[config.mk]
export PLATFORM = sky130hd
export DESIGN_NAME = enc_dec_pipe
export DESIGN_NICKNAME = d
export VERILOG_FILES = /design/src/rtl/enc_dec_pipe.sv
export SDC_FILE = /design/constraint.sdc
export NUM_CORES = 1
export LEC_CHECK = 0
export ABC_CLOCK_PERIOD_IN_PS = 1600
export CORE_UTILIZATION = 45
export CTS_CLUSTER_DIAMETER = 200
export DETAILED_ROUTE_END_ITERATION = 10
export GPL_ROUTABILITY_DRIVEN = 1
export PLACE_DENSITY = 0.74
export SYNTH_ARGS = -nofsm -noshare
export SYNTH_HDL_FRONTEND = slang
export SYNTH_SLANG_ARGS = --single-unit
[constraint.sdc]
create_clock -name clk -period 1.6 [get_ports clk]
set_clock_uncertainty 0.1 [all_clocks]
set_input_delay 0.32 -clock clk [delete_from_list [all_inputs] [get_ports clk]]
set_output_delay 0.32 -clock clk [all_outputs]
set_load 0.02 [all_outputs]
[src/rtl/enc_dec_pipe.sv]
// rtl/enc_dec_pipe.sv - two-stage priority encode / one-hot decode pipeline with compare
// Optional saturating mismatch counter built when ENC_DEC_ERRCNT_EN is defined.
module enc_dec_pipe #(
   parameter int WIDTH = 8,
   parameter int PRIORITY_HIGH = 1,
   localparam int IDXW = (WIDTH > 2) ? $clog2(WIDTH) : 1
) (
   input  logic            clk,
   input  logic            rst_n,
   input  logic            in_valid,
   output logic            in_ready,
   input  logic [WIDTH-1:0] in_data,
   output logic            out_valid,
   input  logic            out_ready,
   output logic [WIDTH-1:0] out_data,
   output logic [IDXW-1:0] out_idx,
   output logic            out_good,
   output logic            out_match
`ifdef ENC_DEC_ERRCNT_EN
   ,
   input  logic            err_clr,
   output logic [7:0]      err_count
`endif
);

   logic             s1_valid;
   logic [IDXW-1:0]  s1_idx;
   logic             s1_good;
   logic [WIDTH-1:0] s1_word;
   logic [IDXW-1:0]  enc_idx;
   logic [WIDTH-1:0] dec_data;
   logic             s2_load;

   // The scan order decides which set bit is kept: the last hit overwrites earlier ones.
   always_comb begin
      enc_idx = '0;
      if (PRIORITY_HIGH != 0) begin
         for (int i = 0; i < WIDTH; i++)
            if (in_data[i]) enc_idx = IDXW'(i);
      end else begin
         for (int i = WIDTH - 1; i >= 0; i--)
            if (in_data[i]) enc_idx = IDXW'(i);
      end
   end

   assign dec_data = s1_good ? (WIDTH'(1) << s1_idx) : '0;
   assign s2_load  = !out_valid || out_ready;
   assign in_ready = !s1_valid || s2_load;

   always_ff @(posedge clk) begin
      if (!rst_n) begin
         s1_valid  <= 1'b0;
         s1_idx    <= '0;
         s1_good   <= 1'b0;
         s1_word   <= '0;
         out_valid <= 1'b0;
         out_data  <= '0;
         out_idx   <= '0;
         out_good  <= 1'b0;
         out_match <= 1'b0;
      end else begin
         if (in_ready) begin
            s1_valid <= in_valid;
            if (in_valid) begin
               s1_idx  <= enc_idx;
               s1_good <= |in_data;
               s1_word <= in_data;
            end
         end
         if (s2_load) begin
            out_valid <= s1_valid;
            if (s1_valid) begin
               out_data  <= dec_data;
               out_idx   <= s1_idx;
               out_good  <= s1_good;
               out_match <= (dec_data == s1_word);
            end
         end
      end
   end

`ifdef ENC_DEC_ERRCNT_EN
   // Clear takes priority over an increment landing on the same edge.
   always_ff @(posedge clk) begin
      if (!rst_n || err_clr)
         err_count <= 8'd0;
      else if (out_valid && out_ready && !out_match && err_count != 8'hff)
         err_count <= err_count + 8'd1;
   end
`endif

endmodule

==> results.yml, run 1 <==
die:
  die_w_um: 56.0
  die-area_sq_um: 3130
  num_rows: 19
  ios: 27
  initial_core_util_pct: 47.5
  core_sq_um: 2760
  die_h_um: 56.0
cells_and_area:
  n_antenna_cell: 0
  final_area_sq_um: 1770
  layout.nets: 217
  drive_gt1_share_pct: 18.1
  fin_util_pct: 64.3
  nFillCells: 242
  areaGrowthSynthToFinish_pct: 35.4
clock_tree:
  clock_path_buffers: 2
  insertion_delay_ns: 0.33
  tritoncts: "yes"
  postCtsHoldBufs: 0
  cts-root-buf: "clkbuf_4"
  htree_levels: 1
  clkSinkCount: 27
  cts_buffers: 3
  clk_pin_slew_ns: 0.15
worst_setup_path:
  end_kind: "register"
  r2r_cells: 4
  rrSetupSlack_ns: -0.16
  critPathLaunchType: "register"
  rr_endpoint: "out_match"
  arrival_ns: 1.94
  critPathCapture: "out_match"
  crit_type: "register to register"
  crit_required_ns: 1.78
  worstReg2RegStart: "s1_idx[0]"
  worstPathMaxFanout: 5
  worstSetupStartpoint: "s1_idx[0]"
placement:
  place_congestion: 0.808
  numPortBuffers: 26
  dp_worst_setup_slack_ns: -0.405
  place_area_sq_um: 1750
  hpwl_mm: 2.23
route:
  routed_wl_mm: 2.90
  via_per_inst: 5.43
  num_vias: 1276
  drc: 0
  drt_pass1_iterations: 4
  drt_iter0_drc: 30
  drt-wirelength-per-cell_um: 12.4
  antenna_left: 0
yosys:
  synth_top_area_share_pct: 41.3
  synth-edff-count: 0
  syn_nets: 170
  synth_area_leaders: "dfxtp_1 41%, a21boi_1 13%, nand2_1 9.5%, or3_1 2.9%, nand3_1 2.3%"
  yosys.area_share.simple_pct: 30.5
  synth_warnings: 0
  async_flop_share_pct: 0
  yosysTopAreaCell: "dfxtp_1"
  ys.flop_type: "dfxtp_1"
  synth_compound_area_share_pct: 21.4
  synth_top_family_by_area: "simple AND/OR/NAND/NOR gates"
  ys_seq_area_share_pct: 41.3
  postSynthAreaPerCell_sq_um: 8.29
  ys_ff_latch: 27
  synth_cells: 158
  synth_mux_area_share_pct: 0.764
  synth_xor_area_share_pct: 0
  synth_fa_ha_area_share_pct: 0
  mappedNetlistArea_sq_um: 1310
  synth_cell_types: 37
run_status:
  violations: "negative setup slack"
  status: "complete, but fails checks"
timing:
  rsz0062_at_grt: "true"
  setup_slack_ns: -0.157
  post-route-period-util_pct: 110
  fmax_ghz: 0.569
  worstMarginPinSlew_ns: 0.430
  period_needed_ns: 1.76
  fin_setup_tns_ns: -0.157
  drv_slew: 0
  hold_viol: 0
  setup_violations: 1
  slew_headroom_pct: 71.3
grt:
  antenna_found_initial: 0
  overflow: 0
  grt_pass1_vias: 1143
  track_usage_pct: 19.4
  grt_max_degree: 28
  grt_pass1_wl_mm: 4.84
flow_run:
  maxCapViolations: 0
power:
  power.leakage_nw: 0.801
  p_per_area_nw_per_um2: 721
  power_mw: 1.28
  vdd_drop_max_v: 0.000609
worst_hold_path:
  hp-class: "input pin to register"
==> what timing repair did <==
action                                  CTS  global route
pin swaps                                 4             2
setup buffers                             1             0
endpoints found under the setup margin   16             5
resized for setup                        18             7
==> Yosys cell counts, types with 2 or more instances <==
master / instances
nand4_1: 3
nand2b_1: 3
or2_1: 2
or3_1: 6
nand2_1: 33
a21boi_1: 22
buf_4: 2
nor3b_1: 2
dfxtp_1: 27
o211a_1: 3
nand3_1: 6
buf_2: 4
or4_1: 3
and3b_1: 2
nor2_1: 6
clkbuf_1: 5
a21oi_1: 3
inv_1: 4
nand3b_1: 3
a21o_1: 2
==> final cells by class <==
cell class | instances | area (sq um) | area share [%]
multi-input cells | 115 | 689 | 38.9
flip-flops and latches | 27 | 547 | 30.8
repair buffers | 54 | 457 | 25.7
well taps | 31 | 38.8 | 2.19
clock buffers | 3 | 22.5 | 1.27
inverters | 4 | 15.0 | 0.846
clock inverters | 1 | 5.00 | 0.282
==> how the worst min path moves through the flow <==
stage / slack, ns / startpoint / to / depth (start not counted)
2_1_floorplan: 0.35 / in_valid / s1_valid / 2
3_3_place_gp: 0.34 / out_data[1] / out_data[1] / 2
3_5_place_dp: 0.35 / out_idx[1] / out_idx[1] / 2
4_1_cts: 0.36 / out_good / out_good / 2
5_1_grt: 0.30 / out_ready / s1_valid / 3
6_report: 0.29 / out_ready / s1_valid / 3
==> power by group <==
part / switching [mW] / total (mW) / internal, mW
clock network: 0.206 / 0.300 / 0.0938
registers: 0.0273 / 0.730 / 0.703
logic: 0.114 / 0.250 / 0.136
==> registers in the layout, summed over array words and instances (netlist names) <==
signal     count
out_data       8
out_good       1
out_idx        3
out_match      1
out_valid      1
s1_good        1
s1_idx         3
s1_valid       1
s1_word        8
==> cells in the final DEF (no fill, tap or decap), types with 2 or more instances in the layout <==
cell type         n
nand3_1           6
o211a_1           3
or3_1             6
dfxtp_2           2
dlygate4sd2_1    14
nand2b_1          3
clkbuf_4          3
nand2_1          33
inv_1             4
nor3b_1           2
or2_1             2
dfxtp_1          24
clkdlybuf4s50_1  10
a21boi_1         22
a21oi_1           3
nand3b_1          3
nand4_1           3
and3b_1           2
buf_4            28
nor2_1            6
a21o_1            2
or4_1             3
==> metal layers <==
metal | track usage, % | vias to the layer above | part of all wire (%) | wire [um]
met5 | 0 | - | 0 | 0
met1 | 24.3 | 585 | 44 | 1270
met3 | 2.56 | 8 | 4.1 | 119
met2 | 33.0 | 37 | 49 | 1430
li1 | - | 646 | - | -
met4 | 9.41 | 0 | 2.6 | 76
==> critical path, cell delays in order (launching register included) <==
cell	delay (ns)
dfxtp_4	0.39
or3b_1	0.34
a211o_1	0.26
a222oi_1	0.46
a32o_1	0.18
==> cells by family after synthesis <==
logic type	count (synthesis)
buffers and inverters	16
DFF	27
AOI/OAI and AO/OA	37
and+or+nand+nor	77
muxes	1
==> through the flow <==
step           instances  hold slack [ns]
2_1_floorplan        158            0.348
3_3_place_gp         230            0.340
3_5_place_dp         230            0.347
4_1_cts              235            0.365
5_1_grt              235            0.299
6_report             235            0.293
No activity file was read; power rests on OpenSTA's default activity.
==> inputs of run 2 (changes only) <==
--- a/config.mk
+++ b/config.mk
@@ -10,6 +10,7 @@
 export CTS_CLUSTER_DIAMETER = 200
 export DETAILED_ROUTE_END_ITERATION = 10
 export GPL_ROUTABILITY_DRIVEN = 1
+export HOLD_SLACK_MARGIN = 0.02
 export PLACE_DENSITY = 0.74
 export SYNTH_ARGS = -nofsm -noshare
 export SYNTH_HDL_FRONTEND = slang
==> results of run 2 <==
Final layout, timing and power as in run 1 (identical DEF).
==> inputs of run 3 (changes only) <==
--- a/config.mk
+++ b/config.mk
@@ -11,6 +11,7 @@
 export DETAILED_ROUTE_END_ITERATION = 10
 export GPL_ROUTABILITY_DRIVEN = 1
 export HOLD_SLACK_MARGIN = 0.02
+export MAX_ROUTING_LAYER = met4
 export PLACE_DENSITY = 0.74
 export SYNTH_ARGS = -nofsm -noshare
 export SYNTH_HDL_FRONTEND = slang
==> results of run 3 <==
Final layout, timing and power as in run 1 (identical DEF).
Main changes from that run: final weighted congestion in routability-driven placement 0.808 -> 0.820; overall routing resource usage 19.4% -> 20.0%
